--- config.mk ---
export PLATFORM = sky130hd
export DESIGN_NAME = ternary_neuron_acc
export DESIGN_NICKNAME = d
export VERILOG_FILES = /design/src/rtl/ternary_neuron_acc.sv
export SDC_FILE = /design/constraint.sdc
export NUM_CORES = 1
export LEC_CHECK = 0
export ABC_CLOCK_PERIOD_IN_PS = 6500
export CAP_MARGIN = 20
export CORE_ASPECT_RATIO = 0.5
export CORE_MARGIN = 1.5
export CORE_UTILIZATION = 59
export CTS_CLUSTER_SIZE = 40
export DETAILED_ROUTE_END_ITERATION = 8
export PLACE_DENSITY = 0.89
export SYNTH_ARGS = -nofsm -noshare
export SYNTH_HDL_FRONTEND = slang
export SYNTH_SLANG_ARGS = --single-unit
--- constraint.sdc ---
create_clock -name clk -period 6.5 [get_ports clk]
set_input_delay 0.975 -clock clk [delete_from_list [all_inputs] [get_ports clk]]
set_output_delay 0.975 -clock clk [all_outputs]
set_load 0.05 [all_outputs]
--- src/rtl/ternary_neuron_acc.sv ---
// Ternary neuron accumulator: sums per-beat (positive - negative) popcounts over a frame
// and emits one thresholded activation (+1 / 0 / -1) with the saturated sum.
module ternary_neuron_acc #(
    parameter int ACC_W     = 8,
    parameter int MAX_BEATS = 16
) (
    input  logic             clk,
    input  logic             rst_n,
    input  logic [3:0]       pc_pos,
    input  logic [3:0]       pc_neg,
    input  logic             in_valid,
    input  logic             in_last,
    output logic             in_ready,
    input  logic [ACC_W-1:0] thr_pos,
    input  logic [ACC_W-1:0] thr_neg,
    output logic             out_valid,
    input  logic             out_ready,
    output logic [1:0]       out_trit,
    output logic [ACC_W-1:0] out_sum,
    output logic             out_err
);

    localparam int CNT_W = $clog2(MAX_BEATS + 1);
    localparam logic signed [ACC_W:0] SUM_MAX = {2'b00, {(ACC_W-1){1'b1}}};
    localparam logic signed [ACC_W:0] SUM_MIN = {2'b11, {(ACC_W-1){1'b0}}};

    typedef enum logic {ST_ACC, ST_OUT} state_t;

    state_t                  state;
    logic signed [ACC_W-1:0] acc;
    logic signed [ACC_W-1:0] thr_pos_q;
    logic signed [ACC_W-1:0] thr_neg_q;
    logic [CNT_W-1:0]        beat_cnt;

    logic signed [ACC_W:0]   sum_wide;
    logic signed [ACC_W-1:0] acc_next;
    logic signed [ACC_W-1:0] thr_pos_use;
    logic signed [ACC_W-1:0] thr_neg_use;
    logic [1:0]              trit_next;
    logic                    beat_acc;
    logic                    last_cnt;
    logic                    frame_end;

    // Handshakes: a transfer happens on a rising edge where valid & ready are both 1;
    // valid holds its payload stable until that edge, ready never depends on valid.
    always_comb begin
        beat_acc  = in_valid & in_ready;
        last_cnt  = (beat_cnt == CNT_W'(MAX_BEATS - 1));
        frame_end = in_last | last_cnt;

        sum_wide = {acc[ACC_W-1], acc}
                 + {{(ACC_W-3){1'b0}}, pc_pos}
                 - {{(ACC_W-3){1'b0}}, pc_neg};

        if (sum_wide > SUM_MAX) begin
            acc_next = SUM_MAX[ACC_W-1:0];
        end else if (sum_wide < SUM_MIN) begin
            acc_next = SUM_MIN[ACC_W-1:0];
        end else begin
            acc_next = sum_wide[ACC_W-1:0];
        end

        // The first beat of a frame is classified against the thresholds it samples.
        thr_pos_use = (beat_cnt == '0) ? thr_pos : thr_pos_q;
        thr_neg_use = (beat_cnt == '0) ? thr_neg : thr_neg_q;

        if (acc_next > thr_pos_use) begin
            trit_next = 2'b01;
        end else if (acc_next < thr_neg_use) begin
            trit_next = 2'b11;
        end else begin
            trit_next = 2'b00;
        end
    end

    always_ff @(posedge clk or negedge rst_n) begin
        if (!rst_n) begin
            state     <= ST_ACC;
            acc       <= '0;
            beat_cnt  <= '0;
            thr_pos_q <= '0;
            thr_neg_q <= '0;
            in_ready  <= 1'b1;
            out_valid <= 1'b0;
            out_trit  <= 2'b00;
            out_sum   <= '0;
            out_err   <= 1'b0;
        end else begin
            case (state)
                ST_ACC: begin
                    if (beat_acc) begin
                        if (beat_cnt == '0) begin
                            thr_pos_q <= thr_pos;
                            thr_neg_q <= thr_neg;
                        end
                        acc      <= acc_next;
                        beat_cnt <= beat_cnt + CNT_W'(1);
                        if (frame_end) begin
                            out_sum   <= acc_next;
                            out_trit  <= trit_next;
                            out_err   <= last_cnt & ~in_last;
                            out_valid <= 1'b1;
                            in_ready  <= 1'b0;
                            state     <= ST_OUT;
                        end
                    end
                end
                ST_OUT: begin
                    // Result fields stay as last written; only valid drops.
                    if (out_ready) begin
                        acc       <= '0;
                        beat_cnt  <= '0;
                        out_valid <= 1'b0;
                        in_ready  <= 1'b1;
                        state     <= ST_ACC;
                    end
                end
                default: begin
                    state <= ST_ACC;
                end
            endcase
        end
    end

endmodule
==> flow_metrics.env, run 1 <==
export IMPL_dp_slack_ns=1.36
export IMPL_critical_path_required_ns=6.68
export IMPL_avgSynthCellArea_um2=9.42
export IMPL_relSlewSlack_pct=37.5
export IMPL_synth_commonest_cells="42 x dfrtp_1, 30 x nand2_1, 28 x inv_1, 27 x ha_1, 27 x o21ai_0"
export IMPL_slew_violations=0
export IMPL_synth_xor_area_share_pct=1.89
export IMPL_cts_resized=0
export IMPL_setup_slack_ns=1.54
export IMPL_grt_pass1_wl_um=10500
export IMPL_fin_util_pct=75.0
export IMPL_crit_slowest_cell="fa_1"
export IMPL_antenna_cells=0
export IMPL_yosysMostFrequentCell="dfrtp_1"
export IMPL_synthCells=295
export IMPL_synthMuxAreaShare_pct=6.21
export IMPL_cts_made_buffers=5
export IMPL_grt_pass1_vias=2207
export IMPL_drc_errors=0
export IMPL_cts_hold_buf=0
export IMPL_initial_core_util_pct=62.2
export IMPL_synth_warnings=0
export IMPL_die_w_um=100
export IMPL_clock_path_buffers=2
export IMPL_placed_cell_area_um2=3200
export IMPL_cts_htree_levels=2
export IMPL_synth_top_family_by_area="compound AO/OA/AOI/OAI gates"
export IMPL_clock_latency_ns=0.30
export IMPL_synth_top_area_share_pct=37.8
export IMPL_vias=2314
export IMPL_ys_types=42
export IMPL_drive_gt1_share_pct=8.93
export IMPL_ant_nets=0
export IMPL_synth_compound_area_share_pct=18.6
export IMPL_io_pins=42
export IMPL_grt_total_usage_pct=26.7
export IMPL_synth_top_cell_by_area="dfrtp_1"
export IMPL_status="finished, final reports clean"
export IMPL_grt_max_degree=44
export IMPL_hpwl_um=4590
export IMPL_worstSetupPathType="in2reg"
export IMPL_cp_common_cell="inv_1"
export IMPL_critPathLaunchType="primary input"
export IMPL_cts_tree="built"
export IMPL_tns_ns=0
export IMPL_max_freq_mhz=202
export IMPL_nNetsFinal=395
export IMPL_finalInstanceArea_um2=3350
export IMPL_final_period_minus_worst_setup_slack_ns=4.96
export IMPL_syn_num_nets=355
export IMPL_critPathMaxStageDelay_ns=0.52
export IMPL_worstPathCellList="clkdlybuf4s50_1 -> inv_1 -> fa_1 -> inv_1 -> ha_1 -> a211oi_2 -> o21ai_2 -> and4b_4 -> or3_4 -> a21oi_4 -> inv_1 -> ha_1 -> nor4_1 -> a31oi_1 -> a211oi_1 -> nor2b_1 -> a21oi_1"
export IMPL_finalClockSkew_ns=0.00674
export IMPL_setup_viol=0
export IMPL_synth_area_top_cells="dfrtp_1 38%, ha_1 12%, mux2i_1 5.4%, o21ai_0 4.9%, a21oi_1 4.7%"
export IMPL_synthArstFlopShare_pct=100
export IMPL_synth_area_um2=2780
export IMPL_drtPass1Iterations=4
export IMPL_grt_setup_unrepaired="no"
export IMPL_core_area_um2=4470
export IMPL_gp_congestion=0.884
export IMPL_ys_flop_type="dfrtp_1"
export IMPL_clk_pin_slew_ns=0.08
export IMPL_end_kind="register"
export IMPL_drv_cap=0
export IMPL_rows=17
export IMPL_routedWlPerCell_um=16.0
export IMPL_root_buffer="clkbuf_8"
export IMPL_overflow=0
export IMPL_synth_edff_count=0
export IMPL_critPathMaxFanout=7
export IMPL_cts_setup_buffers=0
export IMPL_worstPathArrival_ns=5.14
export IMPL_clock_sinks=43
export IMPL_vias_per_cell=5.89
export IMPL_synth_seq_cells=43
export IMPL_wirelength_um=6300
export IMPL_yosys_area_share_simple_pct=13.1
export IMPL_chipHeight_um=51.5
export IMPL_fin_crit_sh_pct=76.3
export IMPL_hp_class="reg2reg"
export IMPL_antenna_found_initial=0
export IMPL_syn2layout_area_growth_pct=20.6
export IMPL_synth_fa_ha_area_share_pct=15.0
export IMPL_drt_iter0_markers=167
export IMPL_timing_worst_slew_pin_value_ns=0.937
export IMPL_synth_seq_area_share_pct=38.8
export IMPL_hold_viol=0
export IMPL_dieArea_um2=5160
export IMPL_portBuffers=41
layer usage:
metal	vias to the layer above	track usage [%]	routed length, um
li1	1101	-	-
met3	10	4.84	301
met1	1126	36.7	2940
met2	77	44.2	2970
met5	-	0	0
met4	0	7.98	89
registers in the layout, indices dropped and copies added, names as in the netlist:
| name | cells |
|---|---|
| acc | 8 |
| beat_cnt | 5 |
| in_ready | 1 |
| out_err | 1 |
| out_sum | 8 |
| out_trit | 2 |
| out_valid | 1 |
| state | 1 |
| thr_neg_q | 8 |
| thr_pos_q | 8 |
cells in the final DEF (no fill, tap or decap), types with 2 or more instances in the layout:
| cell type | synthesis | routed |
|---|---|---|
| nand4_1 | 2 | 2 |
| clkdlybuf4s50_1 | 0 | 40 |
| xnor2_1 | 2 | 2 |
| o21ai_2 | 9 | 9 |
| buf_4 | 2 | 2 |
| ha_1 | 27 | 27 |
| a31oi_1 | 2 | 2 |
| a22oi_1 | 2 | 2 |
| dfrtp_1 | 42 | 42 |
| a21o_1 | 4 | 4 |
| o21ai_0 | 27 | 26 |
| a21oi_1 | 26 | 26 |
| nand3_1 | 13 | 13 |
| and3_1 | 3 | 3 |
| fa_1 | 4 | 4 |
| bufinv_16 | 0 | 2 |
| o211ai_1 | 2 | 2 |
| nand2_1 | 30 | 30 |
| nor2b_1 | 5 | 5 |
| nor2_1 | 20 | 20 |
| clkbuf_8 | 0 | 5 |
| mux2_2 | 2 | 2 |
| xor2_1 | 4 | 4 |
| mux2i_1 | 15 | 15 |
| inv_1 | 28 | 28 |
final timing paths:
| path | start | to | slack (ns) | depth (start not counted) |
|---|---|---|---|---|
| min reg2reg | out_sum[6] | out_sum[6] | 0.48 | 2 |
| max reg2reg | acc[1] | out_trit[0] | 2.37 | 16 |
| max | pc_pos[1] | out_trit[0] | 1.54 | 17 |
| max in group asynchronous | rst_n | beat_cnt[3] | 5.09 | 1 |
| min in group asynchronous | rst_n | thr_neg_q[1] | 0.81 | 1 |
| min | out_sum[6] | out_sum[6] | 0.48 | 2 |
metrics by stage:
stage	hold slack, ns	instances
after floorplan	0.441	295
after global placement	0.452	384
after detailed placement	0.464	384
after CTS	0.483	392
after global routing	0.506	393
final	0.480	393
worst max-delay path, delay by kind of cell:
kind,cells,cell delay (ns)
adder cells (fa/ha/maj),3,1.05
AO/OA/AOI/OAI,6,1.23
AND/OR/NAND/NOR,4,1.17
buffers and inverters,4,0.69
area by class of cell:
type	count	area, um2
multi-input cells	213	1530
fillers	310	1120
flip-flops and latches	43	1080
repair buffers	44	435
inverters	28	105
clock buffers	6	72.6
well taps	57	71.3
clock inverters	2	60.1
logic make-up after synthesis:
| logic type | after synthesis |
|---|---|
| AO/OA/AOI/OAI | 81 |
| multiplexers | 17 |
| AND/OR/NAND/NOR | 78 |
| buffers and inverters | 39 |
| flip-flops | 43 |
| adder cells (fa/ha/maj) | 31 |
| XOR/XNOR | 6 |
Power of run 1 is not shown: default switching activity piles up to over one toggle a cycle in this logic, so the estimate is an artifact.
==> inputs of run 2 (changes only) <==
Settings changed: ABC_CLOCK_PERIOD_IN_PS 6500 to 4900, CORE_UTILIZATION 59 to 54, PLACE_DENSITY 0.89 to 0.83.
Clock period 6.5 ns to 4.9 ns, I/O delays scaled along.
==> run 2 against run 1 <==
Cell count up 3.8%; critical path type unchanged; die area grew 8.8%; highest routed layer unchanged; first-iteration DRC count shrank 13%; clock-buffer cell count stayed put; register-to-register slack got worse by 1.5 ns; clock skew decreased by 0.00090 ns; non-clock buffer count is 2 higher; sequential share of layout area rose by 0.18 points; via count fell by 3.4%.
==> flow_metrics.env, run 2 (synthesis results as in run 1) <==
export IMPL_clk_pin_slew_ns=0.08
export IMPL_mostFrequentLayoutCell="dfrtp_1"
export IMPL_cp_num_buf_inv=4
export IMPL_clock_latency_ns=0.30
export IMPL_chipHeight_um=53.7
export IMPL_fin_crit_sh_pct=94.5
export IMPL_overflow=0
export IMPL_hpwl_um=4680
export IMPL_cts_setup_buffers=0
export IMPL_cts_hold_buf=0
export IMPL_crit_family="compound AO/OA/AOI/OAI gates"
export IMPL_vias_per_cell=5.48
export IMPL_worstPathArrival_ns=4.84
export IMPL_antenna_found_initial=0
export IMPL_critPathMaxFanout=7
export IMPL_timing_rr_end="out_trit[1]"
export IMPL_worstSetupPathType="in2reg"
export IMPL_whs_path_depth=2
export IMPL_vias=2235
export IMPL_final_period_minus_worst_setup_slack_ns=4.63
export IMPL_portBuffers=41
export IMPL_dieArea_um2=5610
export IMPL_layout_common_cells="42 x dfrtp_1, 40 x clkdlybuf4s50_1, 30 x nand2_1"
export IMPL_syn2layout_area_growth_pct=19.9
export IMPL_hold_path_endpoint="thr_pos_q[0]"
export IMPL_clock_sinks=43
export IMPL_hp_class="reg2reg"
export IMPL_cts_htree_levels=2
export IMPL_finalClockSkew_ns=0.00584
export IMPL_cp_common_cell="inv_1"
export IMPL_gp_congestion=0.856
export IMPL_slew_violations=0
export IMPL_crit_slowest_cell="fa_1"
export IMPL_routedWlPerCell_um=15.0
export IMPL_drt_iter0_markers=146
export IMPL_setup_viol=0
export IMPL_io_pins=42
export IMPL_r2r_start="acc[1]"
export IMPL_drv_cap=0
export IMPL_wirelength_um=6140
export IMPL_setup_slack_ns=0.272
export IMPL_rows=18
export IMPL_hold_viol=0
export IMPL_end_kind="register"
export IMPL_n_fill_cell=406
export IMPL_nNetsFinal=397
export IMPL_antenna_cells=0
export IMPL_core_area_um2=4930
export IMPL_cts_resized=0
export IMPL_reg2reg_depth=17
export IMPL_ant_nets=0
export IMPL_worstPathCellList="clkdlybuf4s50_1 -> inv_1 -> fa_1 -> inv_1 -> ha_1 -> a211oi_2 -> o21ai_2 -> and4b_4 -> or3_4 -> o21ai_2 -> inv_1 -> ha_1 -> o21a_1 -> o21ai_0 -> nand2_1 -> a211oi_2 -> nand2_1 -> o21ai_0"
export IMPL_root_buffer="clkbuf_8"
export IMPL_clock_path_buffers=2
export IMPL_hp_start="thr_pos_q[0]"
export IMPL_initial_core_util_pct=56.3
export IMPL_holdWs_ns=0.484
export IMPL_grt_pass1_wl_um=9980
export IMPL_grt_pass1_vias=2156
export IMPL_max_freq_mhz=216
export IMPL_cts_tree="built"
export IMPL_critPathMaxStageDelay_ns=0.53
export IMPL_critical_path_required_ns=5.11
export IMPL_die_w_um=104
export IMPL_grt_setup_unrepaired="no"
export IMPL_grt_max_degree=44
export IMPL_status="finished, final reports clean"
export IMPL_drtPass1Iterations=4
export IMPL_drive_gt1_share_pct=9.76
export IMPL_rrSetupSlack_ns=0.85
export IMPL_fin_util_pct=67.6
export IMPL_timing_worst_slew_pin_value_ns=0.942
export IMPL_cts_made_buffers=5
export IMPL_grt_total_usage_pct=23.2
export IMPL_dp_slack_ns=-0.129
export IMPL_critPathLaunchType="primary input"
export IMPL_relSlewSlack_pct=37.2
export IMPL_drc_errors=0
## run 2: layout make-up
class                   count  area (um2)  area share, %
flip-flops and latches     43        1080           32.3
clock inverters             2        12.5          0.376
multi-input cells         213        1530           46.0
inverters                  28         105           3.15
repair buffers             46         443           13.3
clock buffers               6        72.6           2.18
well taps                  70        87.6           2.63
## run 2: worst max path at each step
stage | cells after the start | endpoint | startpoint | slack (ns)
after floorplan | 17 | out_trit[0] | pc_pos[1] | 0.72
after global placement | 18 | out_trit[0] | pc_pos[1] | 0.08
after detailed placement | 18 | out_trit[0] | pc_pos[1] | -0.13
after CTS | 18 | out_trit[0] | pc_pos[1] | 0.17
after global routing | 18 | out_trit[0] | pc_pos[1] | 0.03
final | 18 | out_trit[1] | pc_pos[1] | 0.27
## run 2: per-stage QoR
step | setup TNS [ns] | cell area, um2 | cells
after detailed placement | -0.243 | 3240 | 400
final | 0 | 3330 | 408
after floorplan | 0 | 2780 | 295
after CTS | 0 | 3330 | 408
after global placement | 0 | 3240 | 400
after global routing | 0 | 3330 | 408
## run 2: worst min-delay path: cells and delay by family (launching register included)
family           cells  cell delay (ns)
and+or+nand+nor      2             0.11
DFF                  1             0.35
## run 2: per-layer routing
metal / track usage [%] / vias up / share of wire [%] / routed length [um]
li1: - / 1114 / - / -
met1: 29.9 / 1042 / 47 / 2870
met2: 40.7 / 69 / 46 / 2820
met3: 4.96 / 10 / 5.8 / 359
met4: 6.94 / 0 / 1.4 / 83
met5: 0 / - / 0 / 0
Power of run 2 is left out for the same reason.
